File: src/rtl/mctrl_loop_seq_pkg.sv
// Shared definitions for the loop sequencer: loop bounds, pointer widths and
// the controller state encoding.
package mctrl_loop_seq_pkg;

    localparam int MRowLoop  = 4;
    localparam int MAColLoop = 4;
    localparam int MWColLoop = 4;

    localparam int RowW  = $clog2(MRowLoop);
    localparam int AColW = $clog2(MAColLoop);
    localparam int WColW = $clog2(MWColLoop);

    typedef enum logic [1:0] {
        ST_IDLE  = 2'd0,
        ST_RUN   = 2'd1,
        ST_DRAIN = 2'd2,
        ST_DONE  = 2'd3
    } mctrl_state_e;

endpackage

File: src/rtl/mctrl_wrap_cnt.sv
// Wrapping counter: counts 0..last, returns to 0 after last. The wrap output
// is asserted in the enabled cycle that takes the count from last back to 0,
// so it can directly enable the next counter in a nested loop chain.
module mctrl_wrap_cnt #(
    parameter int W = 2
) (
    input  logic         clk,
    input  logic         rst_n,
    input  logic         clr,
    input  logic         en,
    input  logic [W-1:0] last,
    output logic [W-1:0] cnt,
    output logic         wrap
);

    assign wrap = en && (cnt == last);

    // Count register: clear has priority over counting.
    always_ff @(posedge clk or negedge rst_n) begin
        if (!rst_n) begin
            cnt <= '0;
        end else if (clr) begin
            cnt <= '0;
        end else if (en) begin
            cnt <= wrap ? '0 : cnt + W'(1);
        end
    end

endmodule

File: src/rtl/mctrl_loop_seq.sv
// Loop sequencer for the MAC array: walks row (inner), weight column
// (middle) and activation column (outer) pointers, one pointer set per
// accepted step, then waits for the array pipeline to drain and pulses done.
//
// Handshake: stepValid/stepReady follow valid/ready rules. A step is
// transferred on a rising edge where both are high; while stepValid is high
// and stepReady is low, the pointer set and accFirst/accLast stay constant.
// stepValid never depends on stepReady.
//
// Every output is decoded from registers only (state, counters, latched
// config), so no input reaches an output combinationally.
module mctrl_loop_seq
    import mctrl_loop_seq_pkg::*;
#(
    parameter int DrainCyc = 2
) (
    input  logic             clk,
    input  logic             rst_n,
    input  logic             start,
    input  logic             abort,
    input  logic [RowW-1:0]  cfgRowLast,
    input  logic [AColW-1:0] cfgAColLast,
    input  logic [WColW-1:0] cfgWColLast,
    output logic             busy,
    output logic             done,
    output logic             stepValid,
    input  logic             stepReady,
    output logic [RowW-1:0]  rowAPtr,
    output logic [RowW-1:0]  rowWPtr,
    output logic [AColW-1:0] colAPtr,
    output logic [WColW-1:0] colWPtr,
    output logic             accFirst,
    output logic             accLast,
    output logic [1:0]       dbgState
);

    // DRAIN always lasts at least one cycle, even with DrainCyc = 0.
    localparam logic [3:0] DrainEnd = (DrainCyc == 0) ? 4'd0 : 4'(DrainCyc - 1);

    mctrl_state_e state;
    mctrl_state_e state_nxt;

    logic [RowW-1:0]  row_last_q;
    logic [AColW-1:0] acol_last_q;
    logic [WColW-1:0] wcol_last_q;
    logic [3:0]       drain_cnt;

    logic [RowW-1:0]  row_cnt;
    logic [AColW-1:0] acol_cnt;
    logic [WColW-1:0] wcol_cnt;

    logic launch;
    logic accept;
    logic all_last;
    logic row_en;
    logic row_wrap;
    logic wcol_wrap;
    logic acol_wrap;

    assign launch   = (state == ST_IDLE) && start;
    assign accept   = (state == ST_RUN) && stepReady;
    assign all_last = (row_cnt == row_last_q) && (wcol_cnt == wcol_last_q)
                      && (acol_cnt == acol_last_q);
    // The final step does not advance the counters so the pointers keep
    // their last values through DRAIN; an abort freezes them as well.
    assign row_en   = accept && !abort && !all_last;

    mctrl_wrap_cnt #(.W(RowW)) u_row_cnt (
        .clk   (clk),
        .rst_n (rst_n),
        .clr   (launch),
        .en    (row_en),
        .last  (row_last_q),
        .cnt   (row_cnt),
        .wrap  (row_wrap)
    );

    mctrl_wrap_cnt #(.W(WColW)) u_wcol_cnt (
        .clk   (clk),
        .rst_n (rst_n),
        .clr   (launch),
        .en    (row_wrap),
        .last  (wcol_last_q),
        .cnt   (wcol_cnt),
        .wrap  (wcol_wrap)
    );

    mctrl_wrap_cnt #(.W(AColW)) u_acol_cnt (
        .clk   (clk),
        .rst_n (rst_n),
        .clr   (launch),
        .en    (wcol_wrap),
        .last  (acol_last_q),
        .cnt   (acol_cnt),
        .wrap  (acol_wrap)
    );

    // State register.
    always_ff @(posedge clk or negedge rst_n) begin
        if (!rst_n) begin
            state <= ST_IDLE;
        end else begin
            state <= state_nxt;
        end
    end

    // Job configuration is captured only in the launch cycle.
    always_ff @(posedge clk or negedge rst_n) begin
        if (!rst_n) begin
            row_last_q  <= '0;
            acol_last_q <= '0;
            wcol_last_q <= '0;
        end else if (launch) begin
            row_last_q  <= cfgRowLast;
            acol_last_q <= cfgAColLast;
            wcol_last_q <= cfgWColLast;
        end
    end

    // Drain cycle counter, held at zero outside DRAIN.
    always_ff @(posedge clk or negedge rst_n) begin
        if (!rst_n) begin
            drain_cnt <= '0;
        end else if (state != ST_DRAIN) begin
            drain_cnt <= '0;
        end else begin
            drain_cnt <= drain_cnt + 4'd1;
        end
    end

    // Next-state logic; abort takes priority over a simultaneous final step.
    always_comb begin
        state_nxt = state;
        case (state)
            ST_IDLE: begin
                if (start) state_nxt = ST_RUN;
            end
            ST_RUN: begin
                if (abort)                    state_nxt = ST_IDLE;
                else if (accept && all_last)  state_nxt = ST_DRAIN;
            end
            ST_DRAIN: begin
                if (abort)                        state_nxt = ST_IDLE;
                else if (drain_cnt == DrainEnd)   state_nxt = ST_DONE;
            end
            ST_DONE: begin
                state_nxt = ST_IDLE;
            end
            default: state_nxt = ST_IDLE;
        endcase
    end

    // Output decode from registered state and counters.
    always_comb begin
        busy      = (state == ST_RUN) || (state == ST_DRAIN);
        done      = (state == ST_DONE);
        stepValid = (state == ST_RUN);
        rowAPtr   = row_cnt;
        rowWPtr   = row_cnt;
        colAPtr   = acol_cnt;
        colWPtr   = wcol_cnt;
        accFirst  = stepValid && (row_cnt == '0);
        accLast   = stepValid && (row_cnt == row_last_q);
        dbgState  = state;
    end

    // The outer counter's wrap has no consumer; keep it visible for checkers.
    logic unused_acol_wrap;
    assign unused_acol_wrap = acol_wrap;

endmodule
File: config.mk
export PLATFORM = sky130hd
export DESIGN_NAME = mctrl_loop_seq
export DESIGN_NICKNAME = d
export VERILOG_FILES = /design/src/rtl/mctrl_loop_seq_pkg.sv /design/src/rtl/mctrl_wrap_cnt.sv /design/src/rtl/mctrl_loop_seq.sv
export SDC_FILE = /design/constraint.sdc
export NUM_CORES = 1
export LEC_CHECK = 0
export BUFFER_PORTS_ARGS = -buffer_cell sky130_fd_sc_hd__buf_2
export CORE_MARGIN = 4
export CORE_UTILIZATION = 30
export CTS_BUF_LIST = sky130_fd_sc_hd__clkbuf_4 sky130_fd_sc_hd__clkbuf_8
export DETAILED_ROUTE_END_ITERATION = 10
export GPL_ROUTABILITY_DRIVEN = 0
export PLACE_DENSITY = 0.58
export SLEW_MARGIN = 10
export SYNTH_ARGS = -nofsm -noshare
export SYNTH_HDL_FRONTEND = slang
export SYNTH_HIERARCHICAL = 1
export SYNTH_SLANG_ARGS = --single-unit
File: constraint.sdc
create_clock -name clk -period 2.25 [get_ports clk]
set_clock_uncertainty 0.1 [all_clocks]
set_input_delay 0.45 -clock clk [delete_from_list [all_inputs] [get_ports clk]]
set_output_delay 0.45 -clock clk [all_outputs]
set_load 0.01 [all_outputs]
## Yosys cells after proc, flatten, opt, wreduce, memory -nomap -nowiden

Cells that the tools add are included.

- Bits in registers: 18
- Output and inout bits: 15

- Add/sub/neg operators: 4
- Equal/unequal tests: 11
- Muxes and demuxes: 16
- Reductions and logical operators: 21

Operators by type and width:

| kind | count |
|---|---|
| 2-bit 2-to-1 mux | 14 |
| 1-bit logical AND | 12 |
| 2-bit case mux with 4 select lines | 1 |
| 2-bit by 1-bit adder with 2-bit output, second input constant | 3 |
| 2-bit == test | 3 |
| 2-bit nonzero test | 3 |
| 4-bit by 1-bit adder with 4-bit output, second input constant | 1 |
| 2-bit == test, second input constant | 2 |
| 4-bit by 1-bit == test with 1-bit output, second input constant | 1 |
| 2-bit zero test | 2 |
| 4-bit 2-to-1 mux | 1 |
| 2-bit != test, second input constant | 2 |
| 3-bit by 2-bit != test with 1-bit output, second input constant | 1 |
| 3-bit != test, second input constant | 1 |
| 3-bit AND reduction | 1 |
| 2-bit by 1-bit == test with 1-bit output, second input constant | 1 |
| 1-bit zero test | 2 |
| 1-bit logical OR | 1 |

## Logic depth before layout (Yosys ltp)

- Depth after elaboration: 11
- Gate-level depth with buffers: 9

## Modules after synthesis

Netlist, hierarchy kept.

Modules (own cells, without submodules):

| module | times used | cells an instance | area each (µm²) |
|---|---|---|---|
| mctrl_loop_seq | 1 | 63 | 710.7 |
| mctrl_wrap_cnt | 3 | 15 | 140.1 |

## Worst setup path after synthesis

No wires, ideal clock.

- Path type: register to register
- From: register state[1] (netlist: dbgState[1])
- To: register u_acol_cnt.cnt[1]
- Setup time: 128 ps
- Data arrival time: 2,022 ps
- Data required time: 2,022 ps
- Slack: 0 ps
- Cell stages (with the launch flop): 9
- Period minus slack after synthesis: 2,250 ps
- Cells stage by stage: dfrtp_1 > inv_1 > ha_1 > nor2b_1 > and3_1 > and3_1 > and3_1 > nand2_1 > o311a_2

- Word-level cells in the longest chain between the ends: 10

RTL lines:

| item | line | text |
|---|---|---|
| start: declaration | mctrl_loop_seq.sv:40 | `mctrl_state_e state;` |
| start signal: assignment | mctrl_loop_seq.sv:103 | `state <= state_nxt;` |
| 2-bit by 1-bit == test with 1-bit output (*) | -- |  |
| net stepValid | mctrl_loop_seq.sv:26 | `output logic stepValid,` |
| 1-bit logical AND (*) | mctrl_loop_seq.sv:61 | `assign accept = (state == ST_RUN) && stepReady;` |
| 1-bit logical AND (*) (2 in series) | mctrl_loop_seq.sv:66 | `assign row_en = accept && !abort && !all_last;` |
| net row_en | mctrl_loop_seq.sv:55 | `logic row_en;` |
| 1-bit logical AND (*) | mctrl_wrap_cnt.sv:16 | `assign wrap = en && (cnt == last);` |
| net row_wrap | mctrl_loop_seq.sv:56 | `logic row_wrap;` |
| 1-bit logical AND (*) | mctrl_wrap_cnt.sv:16 |  |
| net wcol_wrap | mctrl_loop_seq.sv:57 | `logic wcol_wrap;` |
| 1-bit logical AND | mctrl_wrap_cnt.sv:16 |  |
| 2-bit 2-to-1 mux | mctrl_wrap_cnt.sv:25 | `cnt <= wrap ? '0 : cnt + W'(1);` |
| 2-bit 2-to-1 mux | mctrl_wrap_cnt.sv:24 | `end else if (en) begin` |
| 2-bit 2-to-1 mux | mctrl_wrap_cnt.sv:22 | `end else if (clr) begin` |
| end signal: assignment | mctrl_wrap_cnt.sv:25 |  |
| end: declaration | mctrl_wrap_cnt.sv:12 | `output logic [W-1:0] cnt,` |

Mark *: on every way through the listed nets, which the timed path passes. The rest lies on a longest branch. The select of a mux whose other input is x is not followed.
A chain may end at the register's enable or synchronous reset.

## Worst setup path after layout

- From: register wcol_last_q[0]
- To: register u_acol_cnt.cnt[1]

- Word-level cells in the longest chain between the ends: 11

RTL lines:

| item | line | text |
|---|---|---|
| start: declaration | mctrl_loop_seq.sv:45 | `logic [WColW-1:0] wcol_last_q;` |
| start signal: assignment | mctrl_loop_seq.sv:116 | `wcol_last_q <= cfgWColLast;` |
| 2-bit == test (*) | mctrl_loop_seq.sv:62 | `assign all_last = (row_cnt == row_last_q) && (wcol_cnt == wcol_last_q)` |
| 1-bit logical AND (*) | mctrl_loop_seq.sv:62 |  |
| 1-bit logical AND (*) | mctrl_loop_seq.sv:63 | `&& (acol_cnt == acol_last_q);` |
| 1-bit zero test (*) | mctrl_loop_seq.sv:66 |  |
| 1-bit logical AND (*) | mctrl_loop_seq.sv:66 |  |
| net row_en | mctrl_loop_seq.sv:55 |  |
| 1-bit logical AND (*) | mctrl_wrap_cnt.sv:16 |  |
| net row_wrap | mctrl_loop_seq.sv:56 |  |
| 1-bit logical AND (*) | mctrl_wrap_cnt.sv:16 |  |
| net wcol_wrap | mctrl_loop_seq.sv:57 |  |
| 1-bit logical AND | mctrl_wrap_cnt.sv:16 |  |
| 2-bit 2-to-1 mux | mctrl_wrap_cnt.sv:25 |  |
| 2-bit 2-to-1 mux | mctrl_wrap_cnt.sv:24 |  |
| 2-bit 2-to-1 mux | mctrl_wrap_cnt.sv:22 |  |

Marks and branches as above.

==> run metrics <==
critical-path maximum fanout 6; Post-route DRC 0; actual slew at the worst max-slew pin 0.422 ns; Total Power 1.69 mW; Fmax 460 MHz; Crit Path Class flip-flop to flip-flop; most common cell after layout, fill and taps aside buf_2; fin crit period 2.17 ns; Fin Setup TNS 0 ns; DR iter-0 viols 33; vias in the first global route 843; Final HPWL DP 1870 µm; GRT Overall Usage 10.8%; Worst setup EP type flip-flop; Worst EP arrival 2.21 ns; post-route setup slack 0.0782 ns; RSZ-0062 raised after global routing false; total grt overflow 0; RR Endpoint u_acol_cnt/cnt[1]; Final setup viols 0; Post-Syn Instances 106; clk buf depth 2; flop2flop setup slack 0.08 ns; Req. time, crit path 2.29 ns; total number of vias 874; row count 21; vias per cell 4.67; fin util 40.3%; drt wl/cell 12.8 µm; CTS buffer count 3; CTS sink count 18; Ys Warns 6; core area 3470 µm²; slowest CP cell dfrtp_2; first-pass GRT wire length 3770 µm; Die X 69.0 µm; Detail Route Antenna Nets 0; Final #Nets 161; Final period util 96.5%; share of cells above drive strength 1 36.2%; critical path's largest stage delay 0.44 ns; ant diodes 0; CTS tree built; Initial Util 32.2%; outcome finished clean; register clock-pin slew on the reported worst setup and hold paths 0.07 ns; most frequent cells in the layout buf_2 (25), dfrtp_1 (16), buf_4 (9), nor3b_1 (8); Setup WS pre-CTS 0.0922 ns; IO Pins 26; CTS root buf clkbuf_8; Layout area overhead 25.1%; pwr/cell area 1210 nW/µm²; Routed WL 2390 µm; syn_nets 124; antenna violations before repair 0; worst rel slew slack 71.9%; Max Slew Vio Count 0; first-pass iteration count of the detailed router 4; syn avg cell area 10.5 µm²; PortBufs 25; Worst Reg-to-Reg Cells 9; Fin. Hold Viols 0; clock insertion delay at the later pin of the skew report 0.25 ns; crit-path most repeated cell and3_1; max_cap viols 0; RR Startpoint wcol_last_q[0]; synthesized cell area 1120 µm²; crit-path cells xor2_1 > nor4_2 > nand2_1 > and3_2 > and3_1 > and3_1 > a21oi_1 > nor2_1 > o311a_2; Die Height 69.0 µm; CTS H-Tree Depth 1; Worst Hold Class input pin to asynchronous set/reset pin; largest net degree at the start of global routing 19; launching element type of the critical path flip-flop; Pleak 0.714 nW; die area 4760 µm²; Peak VDD IR 0.322 mV
-- worst max-delay path by stage --
stage,cells after the start,slack (ns),start,endpoint
floorplan,8,0.01,dbgState[1],u_acol_cnt/cnt[1]
global placement,8,0.13,row_last_q[1],u_acol_cnt/cnt[0]
detailed placement,9,0.09,row_last_q[1],u_acol_cnt/cnt[1]
CTS,9,0.07,row_last_q[1],u_acol_cnt/cnt[1]
global route,9,0.002,wcol_last_q[0],u_acol_cnt/cnt[1]
finish,9,0.08,wcol_last_q[0],u_acol_cnt/cnt[1]
-- repair_timing --
item	CTS	global route
resized for setup	0	3
buffers inserted	0	2
endpoints found under the setup margin	0	2
hold endpoints to repair	0	0
hold buffers	0	0
-- through the flow --
| step | hold slack (ns) | std cells | area (µm²) |
|---|---|---|---|
| 6_report | 0.0211 | 187 | 1400 |
| 5_1_grt | 0.0532 | 187 | 1400 |
| 4_1_cts | 0.0342 | 185 | 1380 |
| 3_5_place_dp | 0.313 | 182 | 1340 |
| 3_3_place_gp | 0.316 | 182 | 1340 |
| 2_1_floorplan | 0.0544 | 106 | 1120 |
-- per-layer routing --
layer / routed length (µm) / GRT usage [%] / vias up
met1: 1140 / 13.0 / 406
met5: 0 / 0 / -
li1: - / - / 439
met4: 51 / 5.11 / 0
met2: 1060 / 17.6 / 22
met3: 144 / 3.24 / 7
-- worst max-delay path, delay by kind of cell (launching register included) --
family	cells	cell delay [ns]
DFF	1	0.44
AOI/OAI and AO/OA	2	0.30
xor gates and xnor gates	1	0.18
and+or+nand+nor	6	1.04
-- layout make-up --
type	count	area, µm²
Multi-Input combinational cell	81	633
Tap cell	46	57.6
Inverter	5	18.8
Clock buffer	3	41.3
Timing Repair Buffer	34	193
Fill cell	361	2070
Sequential cell	18	453
-- registers in the layout, indices dropped and copies added, names as in the netlist --
register	cells
row_last_q	2
u_wcol_cnt/cnt	2
u_row_cnt/cnt	2
wcol_last_q	2
dbgState	2
acol_last_q	2
u_acol_cnt/cnt	2
drain_cnt	4
-- power breakdown --
group	total [mW]	switching, mW	internal, mW
clock network	0.225	0.106	0.119
registers	0.554	0.123	0.431
logic	0.908	0.436	0.473
No activity file was read; power rests on OpenSTA's default activity.
